## src/rtl/ps2_key_matrix_pkg.sv

```systemverilog
// Shared constants, prefix-state encoding and scancode lookup for the
// PS/2 key-matrix decoder.
package ps2_key_pkg;

  localparam logic [7:0] SC_BREAK = 8'hF0;
  localparam logic [7:0] SC_EXT   = 8'hE0;

  typedef enum logic [1:0] {
    PS_IDLE    = 2'd0,
    PS_BRK     = 2'd1,
    PS_EXT     = 2'd2,
    PS_EXT_BRK = 2'd3
  } prefix_state_e;

  // Returns {hit, index}; index is the CHIP-8 hex key (0-F) or 16-19 for arrows.
  function automatic logic [5:0] map_scancode(input logic ext, input logic [7:0] code);
    logic [5:0] res;
    res = 6'd0;
    if (ext) begin
      case (code)
        8'h75:   res = {1'b1, 5'd16};
        8'h72:   res = {1'b1, 5'd17};
        8'h6B:   res = {1'b1, 5'd18};
        8'h74:   res = {1'b1, 5'd19};
        default: res = 6'd0;
      endcase
    end else begin
      case (code)
        8'h16:   res = {1'b1, 5'd1};
        8'h1E:   res = {1'b1, 5'd2};
        8'h26:   res = {1'b1, 5'd3};
        8'h25:   res = {1'b1, 5'd12};
        8'h15:   res = {1'b1, 5'd4};
        8'h1D:   res = {1'b1, 5'd5};
        8'h24:   res = {1'b1, 5'd6};
        8'h2D:   res = {1'b1, 5'd13};
        8'h1C:   res = {1'b1, 5'd7};
        8'h1B:   res = {1'b1, 5'd8};
        8'h23:   res = {1'b1, 5'd9};
        8'h2B:   res = {1'b1, 5'd14};
        8'h1A:   res = {1'b1, 5'd10};
        8'h22:   res = {1'b1, 5'd0};
        8'h21:   res = {1'b1, 5'd11};
        8'h2A:   res = {1'b1, 5'd15};
        default: res = 6'd0;
      endcase
    end
    return res;
  endfunction

endpackage

```

## src/rtl/ps2_key_matrix_if.sv

```systemverilog
// Byte-stream input, control strobes and key/event outputs of the decoder.
interface ps2_key_matrix_if #(
  parameter int NUM_KEYS = 16,
  parameter int KEY_W    = $clog2(NUM_KEYS)
);
  logic                byte_valid;
  logic [7:0]          byte_data;
  logic                clear;
  logic                evt_pop;
  logic [NUM_KEYS-1:0] key_matrix;
  logic                any_down;
  logic                evt_valid;
  logic [KEY_W-1:0]    evt_key;
  logic                evt_down;
  logic                evt_overflow;

  modport master (
    output byte_valid, byte_data, clear, evt_pop,
    input  key_matrix, any_down, evt_valid, evt_key, evt_down, evt_overflow
  );

  modport slave (
    input  byte_valid, byte_data, clear, evt_pop,
    output key_matrix, any_down, evt_valid, evt_key, evt_down, evt_overflow
  );
endinterface

```

## src/rtl/ps2_key_matrix_fifo.sv

```systemverilog
// Show-ahead event queue; a push against a full queue is dropped unless a
// pop frees a slot in the same cycle.
module key_event_fifo #(
  parameter int WIDTH = 5,
  parameter int DEPTH = 4
) (
  input  logic             clk,
  input  logic             rst,
  input  logic             flush,
  input  logic             push,
  input  logic [WIDTH-1:0] push_data,
  input  logic             pop,
  output logic             valid,
  output logic             full,
  output logic [WIDTH-1:0] head
);
  localparam int AW = (DEPTH > 1) ? $clog2(DEPTH) : 1;
  localparam int CW = AW + 1;

  logic [WIDTH-1:0] mem_r [DEPTH];
  logic [AW-1:0]    rd_ptr_r;
  logic [AW-1:0]    wr_ptr_r;
  logic [CW-1:0]    count_r;
  logic             pop_ok_s;
  logic             push_ok_s;

  assign valid     = (count_r != {CW{1'b0}});
  assign full      = (count_r == CW'(DEPTH));
  assign pop_ok_s  = pop & valid;
  assign push_ok_s = push & (~full | pop_ok_s);
  assign head      = valid ? mem_r[rd_ptr_r] : {WIDTH{1'b0}};

  // Storage, pointers and occupancy.
  always_ff @(posedge clk) begin
    if (rst || flush) begin
      for (int i = 0; i < DEPTH; i++) begin
        mem_r[i] <= {WIDTH{1'b0}};
      end
      rd_ptr_r <= {AW{1'b0}};
      wr_ptr_r <= {AW{1'b0}};
      count_r  <= {CW{1'b0}};
    end else begin
      if (push_ok_s) begin
        mem_r[wr_ptr_r] <= push_data;
        wr_ptr_r        <= wr_ptr_r + AW'(1);
      end
      if (pop_ok_s) begin
        rd_ptr_r <= rd_ptr_r + AW'(1);
      end
      case ({push_ok_s, pop_ok_s})
        2'b10:   count_r <= count_r + CW'(1);
        2'b01:   count_r <= count_r - CW'(1);
        default: count_r <= count_r;
      endcase
    end
  end

endmodule

```

## src/rtl/ps2_key_matrix.sv

```systemverilog
// PS/2 scancode decoder: prefix tracking, held-key matrix with repeat
// suppression, and a press/release event queue for wait-for-key.
module ps2_key_matrix
  import ps2_key_pkg::*;
#(
  parameter int NUM_KEYS   = 16,
  parameter int FIFO_DEPTH = 4,
  parameter int KEY_W      = $clog2(NUM_KEYS)
) (
  input logic             clk,
  input logic             rst,
  ps2_key_matrix_if.slave bus
);
  localparam logic [1:0] ST_IDLE    = PS_IDLE;
  localparam logic [1:0] ST_BRK     = PS_BRK;
  localparam logic [1:0] ST_EXT     = PS_EXT;
  localparam logic [1:0] ST_EXT_BRK = PS_EXT_BRK;

  logic [1:0]          state_r;
  logic [1:0]          state_nxt_s;
  logic                decode_s;
  logic                brk_s;
  logic                ext_s;
  logic [5:0]          map_s;
  logic [KEY_W-1:0]    key_idx_s;
  logic                hit_s;
  logic                held_s;
  logic                push_s;
  logic [NUM_KEYS-1:0] matrix_r;
  logic [NUM_KEYS-1:0] matrix_nxt_s;
  logic                any_down_r;
  logic                overflow_r;
  logic                fifo_valid_s;
  logic                fifo_full_s;
  logic                pop_eff_s;
  logic [KEY_W:0]      fifo_head_s;

  // Prefix FSM: repeated F0/E0 only accumulate; any other byte is decoded.
  always_comb begin
    state_nxt_s = state_r;
    decode_s    = 1'b0;
    brk_s       = 1'b0;
    ext_s       = 1'b0;
    if (bus.byte_valid) begin
      case (state_r)
        ST_IDLE: begin
          if (bus.byte_data == SC_BREAK)    state_nxt_s = ST_BRK;
          else if (bus.byte_data == SC_EXT) state_nxt_s = ST_EXT;
          else begin decode_s = 1'b1; state_nxt_s = ST_IDLE; end
        end
        ST_BRK: begin
          if (bus.byte_data == SC_BREAK)    state_nxt_s = ST_BRK;
          else if (bus.byte_data == SC_EXT) state_nxt_s = ST_EXT_BRK;
          else begin decode_s = 1'b1; brk_s = 1'b1; state_nxt_s = ST_IDLE; end
        end
        ST_EXT: begin
          if (bus.byte_data == SC_EXT)        state_nxt_s = ST_EXT;
          else if (bus.byte_data == SC_BREAK) state_nxt_s = ST_EXT_BRK;
          else begin decode_s = 1'b1; ext_s = 1'b1; state_nxt_s = ST_IDLE; end
        end
        ST_EXT_BRK: begin
          if ((bus.byte_data == SC_BREAK) || (bus.byte_data == SC_EXT)) begin
            state_nxt_s = ST_EXT_BRK;
          end else begin
            decode_s = 1'b1; brk_s = 1'b1; ext_s = 1'b1; state_nxt_s = ST_IDLE;
          end
        end
        default: state_nxt_s = ST_IDLE;
      endcase
    end else begin
      state_nxt_s = state_r;
    end
  end

  // Arrow indices beyond the matrix width are treated as unmapped.
  assign map_s     = map_scancode(ext_s, bus.byte_data);
  assign key_idx_s = map_s[KEY_W-1:0];
  assign hit_s     = decode_s & map_s[5] & (32'(map_s[4:0]) < NUM_KEYS);
  assign held_s    = matrix_r[key_idx_s];
  assign push_s    = hit_s & (brk_s ? held_s : ~held_s);
  assign pop_eff_s = bus.evt_pop & fifo_valid_s;

  // Only a real state change (press of an up key, release of a down key) edits the matrix.
  always_comb begin
    matrix_nxt_s = matrix_r;
    if (push_s) begin
      matrix_nxt_s[key_idx_s] = ~brk_s;
    end else begin
      matrix_nxt_s = matrix_r;
    end
  end

  // Prefix state, matrix, any-down and sticky overflow.
  always_ff @(posedge clk) begin
    if (rst || bus.clear) begin
      state_r    <= ST_IDLE;
      matrix_r   <= {NUM_KEYS{1'b0}};
      any_down_r <= 1'b0;
      overflow_r <= 1'b0;
    end else begin
      state_r    <= state_nxt_s;
      matrix_r   <= matrix_nxt_s;
      any_down_r <= |matrix_r;
      overflow_r <= overflow_r | (push_s & fifo_full_s & ~pop_eff_s);
    end
  end

  key_event_fifo #(
    .WIDTH (KEY_W + 1),
    .DEPTH (FIFO_DEPTH)
  ) u_fifo (
    .clk       (clk),
    .rst       (rst),
    .flush     (bus.clear),
    .push      (push_s),
    .push_data ({~brk_s, key_idx_s}),
    .pop       (bus.evt_pop),
    .valid     (fifo_valid_s),
    .full      (fifo_full_s),
    .head      (fifo_head_s)
  );

  assign bus.key_matrix   = matrix_r;
  assign bus.any_down     = any_down_r;
  assign bus.evt_valid    = fifo_valid_s;
  assign bus.evt_key      = fifo_head_s[KEY_W-1:0];
  assign bus.evt_down     = fifo_head_s[KEY_W];
  assign bus.evt_overflow = overflow_r;

endmodule

```

## src/flat_wrapper.sv

```systemverilog
// flat-port wrapper written by rule: the top's interface ports become plain ports
module ps2_key_matrix_flat import ps2_key_pkg::*;
#(
  parameter int NUM_KEYS   = 16,
  parameter int FIFO_DEPTH = 4,
  parameter int KEY_W      = $clog2(NUM_KEYS)
)
  (clk, rst, bus_byte_valid, bus_byte_data, bus_clear, bus_evt_pop, bus_key_matrix, bus_any_down, bus_evt_valid, bus_evt_key, bus_evt_down, bus_evt_overflow);
  ps2_key_matrix_if #(.NUM_KEYS(NUM_KEYS), .KEY_W(KEY_W)) bus_i ();
  input logic clk;
  input logic rst;
  input wire logic [$bits(bus_i.byte_valid)-1:0] bus_byte_valid;
  input wire logic [$bits(bus_i.byte_data)-1:0] bus_byte_data;
  input wire logic [$bits(bus_i.clear)-1:0] bus_clear;
  input wire logic [$bits(bus_i.evt_pop)-1:0] bus_evt_pop;
  output wire logic [$bits(bus_i.key_matrix)-1:0] bus_key_matrix;
  output wire logic [$bits(bus_i.any_down)-1:0] bus_any_down;
  output wire logic [$bits(bus_i.evt_valid)-1:0] bus_evt_valid;
  output wire logic [$bits(bus_i.evt_key)-1:0] bus_evt_key;
  output wire logic [$bits(bus_i.evt_down)-1:0] bus_evt_down;
  output wire logic [$bits(bus_i.evt_overflow)-1:0] bus_evt_overflow;
  assign bus_i.byte_valid = bus_byte_valid;
  assign bus_i.byte_data = bus_byte_data;
  assign bus_i.clear = bus_clear;
  assign bus_i.evt_pop = bus_evt_pop;
  assign bus_key_matrix = bus_i.key_matrix;
  assign bus_any_down = bus_i.any_down;
  assign bus_evt_valid = bus_i.evt_valid;
  assign bus_evt_key = bus_i.evt_key;
  assign bus_evt_down = bus_i.evt_down;
  assign bus_evt_overflow = bus_i.evt_overflow;
  ps2_key_matrix #(.NUM_KEYS(NUM_KEYS), .FIFO_DEPTH(FIFO_DEPTH), .KEY_W(KEY_W)) u_core (.clk(clk), .rst(rst), .bus(bus_i));
endmodule
```

## config.mk

```make
export PLATFORM = sky130hd
export DESIGN_NAME = ps2_key_matrix_flat
export DESIGN_NICKNAME = d
export VERILOG_FILES = /design/src/rtl/ps2_key_matrix_pkg.sv /design/src/rtl/ps2_key_matrix_if.sv /design/src/rtl/ps2_key_matrix_fifo.sv /design/src/rtl/ps2_key_matrix.sv /design/src/flat_wrapper.sv
export SDC_FILE = /design/constraint.sdc
export NUM_CORES = 1
export LEC_CHECK = 0
export CAP_MARGIN = 40
export CELL_PAD_IN_SITES_DETAIL_PLACEMENT = 0
export CELL_PAD_IN_SITES_GLOBAL_PLACEMENT = 1
export CORE_MARGIN = 2
export CORE_UTILIZATION = 40
export CTS_BUF_LIST = sky130_fd_sc_hd__clkbuf_4
export CTS_CLUSTER_DIAMETER = 50
export DETAILED_ROUTE_END_ITERATION = 10
export PLACE_DENSITY_LB_ADDON = 0.1
export SYNTH_ARGS = -nofsm -noshare
export SYNTH_HDL_FRONTEND = slang
export SYNTH_HIERARCHICAL = 1
export SYNTH_SLANG_ARGS = --single-unit
```

## constraint.sdc

```tcl
create_clock -name clk -period 4.9 [get_ports clk]
set_clock_uncertainty 0.05 [all_clocks]
set_input_delay 0.49 -clock clk [delete_from_list [all_inputs] [get_ports clk]]
set_output_delay 0.49 -clock clk [all_outputs]
set_load 0.02 [all_outputs]
```

==> Word-level counts from Yosys, hierarchy flattened <==
Memory sizes are Yosys's and may differ from the RTL's. A register that Yosys moved wholly into a read port is not among the register bits.
Index checks and enable logic that the tools add are counted.
{ "word_totals": {"register_bits": 27, "mem_bits_rw": 20, "romBits": 320, "input_bits": 13, "elab_cells": 91, "mem_count": 2} }
{ "mem_list": {"columns": ["memory", "depth", "width", "read_ports", "rd_ports_with_merged_regs", "wr", "line_no", "rtl"], "rows": [
  ["(name not given)", 64, 5, 1, 0, 0, "ps2_key_matrix_pkg.sv:28", "case (code)"],
  ["u_core.u_fifo.mem_r", 4, 5, 1, 1, 4, "ps2_key_matrix_fifo.sv:20", "logic [WIDTH-1:0] mem_r [DEPTH];"]
]} }
{ "op_classes": {"n_addsub": 4, "magnitude_cmp": 3, "eq_ne": 12, "mux": 40, "bitwise_logic": 13, "n_reduce_logical": 10} }
{ "op_table": {"columns": ["op", "n"], "rows": [
  ["equality test 8 x 7 -> 1 bit, second input constant", 4],
  ["one-hot mux 6 bit (4 select lines)", 1],
  ["two-way mux 2 bit", 10],
  ["two-way mux 1 bit", 17],
  ["bitwise mux 16 bit", 1],
  ["equality test 8 bit, second input constant", 2],
  ["OR reduction 16 bit", 1],
  ["two-way mux 6 bit", 2],
  ["two-way mux 5 bit", 2],
  ["one-hot mux 2 bit (4 select lines)", 1],
  ["AND 1 bit", 7],
  ["equality test 2 bit, second input constant", 3],
  ["one-hot mux 3 bit (2 select lines)", 1],
  ["< comparator 4 x 5 -> 1 bit, second input constant", 1],
  ["< comparator 5 bit, second input constant", 1],
  ["OR reduction 5 bit", 1],
  ["adder 2 x 1 -> 2 bit, second input constant", 2],
  ["binary-select mux 1 bit (select 4 bit)", 1],
  ["demux 1 bit (select 4 bit)", 1],
  ["equality test 2 x 1 -> 1 bit, second input constant", 2],
  ["greater-or-equal comparator 4 x 1 -> 1 bit, second input constant", 1],
  ["logical NOT 2 bit", 2],
  ["NOT 1 bit", 4],
  ["one-hot mux 1 bit (2 select lines)", 2],
  ["other kinds (10)", 12]
]} }

==> Logic depth before layout (Yosys ltp) <==
{ "logic_depth": {"ltp_word": 17, "ltp_mapped": 19, "ltp_nobuf": 17} }

==> Cells and area by module <==
Netlist, hierarchy kept.
{ "modules_own_cells": {"columns": ["module", "n_inst", "cells_per_inst", "area_each_um2", "seq_area_each_um2"], "rows": [
  ["ps2_key_matrix", 1, 208, 1712.9, 400.4],
  ["key_event_fifo", 1, 126, 1472.7, 780.7]
]} }

==> Worst setup path after synthesis <==
No wires, ideal clock.
{ "synth_path": {"path_type": "input to register", "from": "input bus_byte_data[0]", "to": "register u_core.u_fifo.count_r[1]", "setup_ns": 0.095, "t_arrival_ns": 4.149, "t_required_ns": 4.755, "path_slack_ns": 0.606, "stages": 19, "cell_sequence": "inv_1 -> ha_1 -> nand2_1 -> a2111oi_4 -> a31oi_4 -> inv_2 -> mux2i_1 -> a21oi_1 -> a32o_2 -> nor3_4 -> buf_6 -> nor2_1 -> nor2_1 -> clkbuf_1 -> or2_2 -> fa_1 -> o21ba_2 -> o211ai_1 -> a221oi_1"} }
{ "synth_between": {"elab_chain_cells": 14, "elab_cells_between_ends": 35} }
{ "synth_lines": {"columns": ["element", "line_no", "rtl"], "rows": [
  ["from (decl)", "flat_wrapper.sv:13", "input wire logic [$bits(bus_i.byte_data)-1:0] bus_byte_data;"],
  ["branches (longest 5 deep; another with memory read (64 x 5 bit))", null, null],
  ["two-way mux 6 bit *", "ps2_key_matrix_pkg.sv:19", "if (ext) begin"],
  ["via u_core.map_s[0]", "ps2_key_matrix.sv:24", "logic [5:0] map_s;"],
  ["binary-select mux 1 bit (select 4 bit)", "ps2_key_matrix.sv:79", "assign held_s = matrix_r[key_idx_s];"],
  ["two-way mux 1 bit (not written as such)", "ps2_key_matrix.sv:79", null],
  ["NOT 1 bit", "ps2_key_matrix.sv:80", "assign push_s = hit_s & (brk_s ? held_s : ~held_s);"],
  ["two-way mux 1 bit", "ps2_key_matrix.sv:80", null],
  ["AND 1 bit *", "ps2_key_matrix.sv:80", null],
  ["via u_core.push_s", "ps2_key_matrix.sv:28", "logic push_s;"],
  ["AND 1 bit *", "ps2_key_matrix_fifo.sv:30", "assign push_ok_s = push & (~full | pop_ok_s);"],
  ["equality test 2 x 1 -> 1 bit / equality test 2 bit (equally long branches)", "ps2_key_matrix_fifo.sv:50", "case ({push_ok_s, pop_ok_s})"],
  ["one-hot mux 3 bit (2 select lines) / nonzero test 2 bit (equally long branches)", null, null],
  ["to (signal assigned)", "ps2_key_matrix_fifo.sv:51", "2'b10: count_r <= count_r + CW'(1);"],
  ["to (signal assigned)", "ps2_key_matrix_fifo.sv:52", "2'b01: count_r <= count_r - CW'(1);"],
  ["to (signal assigned)", "ps2_key_matrix_fifo.sv:53", "default: count_r <= count_r;"],
  ["to (decl)", "ps2_key_matrix_fifo.sv:23", "logic [CW-1:0] count_r;"]
]} }
Mark *: on every way through the listed nets, which the timed path passes. The select of a mux whose other input is x is not followed.
A chain may end at the register's enable or synchronous reset.

==> Worst setup path after layout <==
Ends and elaborated chain as after synthesis.

==> flow_summary.toml <==
[status]
status = "complete, no violations"

[global_route]
overflow = 0
grt_pass1_wl_um = 12900
grt_max_degree = 18
antenna_found_initial = 0
grtUsageTotal_pct = 18.6
grt_pass1_vias = 2560

[clock_network]
cts_hold_buf = 0
clock_latency_ns = 0.36
path_clk_slew_ns = 0.14
cts_resized = 0
htree_num_levels = 2
tritoncts = "built"
postCtsSetupBuffers = 0
cts_root_buffer = "clkbuf_4"
cts.sinks = 49
cts_buffer_depth = 2
cts_buffers = 5

[logic_synthesis]
synth-adder-area-share_pct = 2.59
synth_xor_area_share_pct = 1.37
yosys_warnings = 6
synth.ff_latch_count = 49
syn_inst = 334
ys_async_sr_fraction_pct = 0
syn-num-nets = 353
ys_seq_area_share_pct = 37.1
synth_area_um2 = 3190
syn_area_per_cell_um2 = 9.54
synth_top_family_by_area = "compound AO/OA/AOI/OAI gates"
synth-compound-area-share_pct = 22.6
synth.distinct_cells = 76
muxShareOfSynthArea_pct = 4.83
synthSimpleGateAreaFrac_pct = 22.3
synth_edf_count = 20
synth_ff_type = "dfxtp_1"

[pwr]
swShare_pct = 25.0
p_comb_share_pct = 11.6
p_leak_nw = 1.20
pwr-share-seq_pct = 56.4
peakVddDrop_v = 0.000108
p_int_w = 0.000576
total_power_w = 0.000768
cellPowerDensity_nw_per_um2 = 207
p_sw_w = 0.000192
clkPwrFrac_pct = 31.9

[final_layout]
final_nets = 386
antennaDiodeCount = 0
syn_to_final_growth_pct = 16.1
layout_common_cells = "36 x clkdlybuf4s50_1, 33 x inv_1, 29 x dfxtp_1"
fill_cells = 751
drive_gt1_share_pct = 14.7
layout_commonest_cell = "clkdlybuf4s50_1"

[route]
dr.pass1.iters = 4
drt-initial-drc-count = 92
via_per_inst = 5.59
ant_nets = 0
drc = 0
detailroute.via_count = 2629
wl_per_cell_um = 16.3
wl_um = 7670

[sta]
final.min_clock_period_ns = 4.41
hold_viol_final = 0
slew_viol_final = 0
rsz0062_at_grt = "no"
min_period_over_period_pct = 89.9
setup_viol = 0
fmax_mhz = 227
max_slew_margin_pct = 52.2
worst_slew_pin_slew_ns = 0.711
setup_tns_ns = 0

[floorplanning]
std_cell_rows = 32
io_pins = 37
core_um2 = 7730
dieArea_um2 = 8690
die_h_um = 93.2
fp.dieW_um = 93.2
start_util_pct = 41.2

[placement]
gp_congestion = 0.812
hpwlAfterDp_um = 5820
port_buffers = 36

[worst_hold_path]
hold_depth = 2
min_from = "u_core/bus.evt_overflow"
hold-path-endpoint = "u_core/bus.evt_overflow"
hold_class = "flip-flop to flip-flop"

[critical_path]
reg2reg_slack_ns = 0.99
worstPathArrival_ns = 4.63
timing.rr.start = "u_core/state_r[1]"
rr_worst_depth = 15
critPathCaptureType = "flip-flop"
crit_required_ns = 5.12
reg2reg_to = "u_core/u_fifo/count_r[1]"
crit_type = "primary input to flip-flop"
cp-start-kind = "primary input"
path_max_fanout = 17

[job]
drv_cap = 0
## how the worst max path moves through the flow
stage                           startpoint  cells after the start                       end  slack [ns]
after floorplan           bus_byte_data[0]                     19  u_core/u_fifo/count_r[1]        0.61
after global placement    bus_byte_data[0]                     18  u_core/u_fifo/count_r[1]        0.28
after detailed placement  bus_byte_data[0]                     18  u_core/u_fifo/count_r[1]        0.11
after CTS                 bus_byte_data[0]                     18  u_core/u_fifo/count_r[1]        0.52
after global routing      bus_byte_data[0]                     18  u_core/u_fifo/count_r[1]        0.18
final                     bus_byte_data[0]                     18  u_core/u_fifo/count_r[1]        0.49
## state kept, by name, summed over array words and instances, names as in the netlist, named ones only
register / flops
u_core/u_fifo/mem_r: 20
u_core/bus.key_matrix: 16
u_core/u_fifo/count_r: 3
u_core/state_r: 2
u_core/u_fifo/rd_ptr_r: 2
u_core/u_fifo/wr_ptr_r: 2
u_core/bus.any_down: 1
u_core/bus.evt_overflow: 1
## cells in the mapped netlist (all sizes together) (4+ instances only)
cell type	count	area share (%)
clkbuf	9	1.1
nor2	22	2.8
inv	35	4.3
nand3	4	0.63
nand2	19	2.2
ha	5	2.0
o21ai	7	1.1
xor2	4	1.1
a31oi	5	1.6
and2	8	1.6
and3	6	1.3
buf	15	3.8
nand2b	7	1.7
dfxtp	29	18
mux4	5	3.5
a21oi	7	1.1
or2	5	0.98
nor3	13	2.6
nor2b	11	2.2
a221oi	18	4.9
edfxtp	20	19
nor4	8	1.6
o211ai	22	5.3
## final cells by class
| type | count | area (um^2) | share of cell area, % |
|---|---|---|---|
| clock buffers | 5 | 37.5 | 1.01 |
| clock inverters | 3 | 43.8 | 1.18 |
| inverters | 35 | 136 | 3.69 |
| multi-input cells | 226 | 1710 | 46.3 |
| flip-flops and latches | 49 | 1180 | 31.9 |
| well taps | 102 | 128 | 3.45 |
| repair buffers | 50 | 462 | 12.5 |
## layer usage
layer  global-route usage, %  share of wire, %  wire length [um]
met1                    23.6                44              3410
met3                    2.98               4.4               335
met4                    4.66               1.1                82
met2                    32.9                50              3840
met5                       0                 0                 0
## stage by stage
stage,hold WS (ns),setup WS (ns),cell area (um^2),std cells,util (%)
2_1_floorplan,0.409,0.606,3190,334,-
3_3_place_gp,0.432,0.281,3610,461,46.8
3_5_place_dp,0.424,0.113,3620,462,46.8
4_1_cts,0.443,0.523,3700,470,47.9
5_1_grt,0.454,0.181,3700,470,47.9
6_report,0.431,0.494,3700,470,47.9
## cells by family after synthesis
family / count (synthesis)
xor+xnor: 5
simple gates: 120
flops: 49
buf+inv: 59
compound gates: 86
mux: 9
fa+ha+maj: 6
## critical path, cell delays in order
cell             delay, ns
clkdlybuf4s50_1       0.58
inv_1                 0.11
ha_1                  0.24
nand2b_2              0.11
a41oi_2               0.15
a31oi_4               0.48
inv_2                 0.12
mux2i_1               0.17
a21oi_1               0.08
a32o_2                0.27
o21a_2                0.22
nor2_1                0.15
nor2_1                0.07
or2_2                 0.31
fa_1                  0.45
o21ba_2               0.24
o211ai_1              0.08
a221oi_1              0.30
## power groups by stage
stage	clock [W]	sequential [W]	combinational [W]
floorplan	0	0.000441	0.0000633
finish	0.000245	0.000433	0.0000892
global placement	0	0.000442	0.0000886
global route	0.000264	0.000434	0.0000981
detailed placement	0	0.000442	0.0000890
CTS	0.000252	0.000433	0.0000894
No activity file was read; power rests on OpenSTA's default activity.
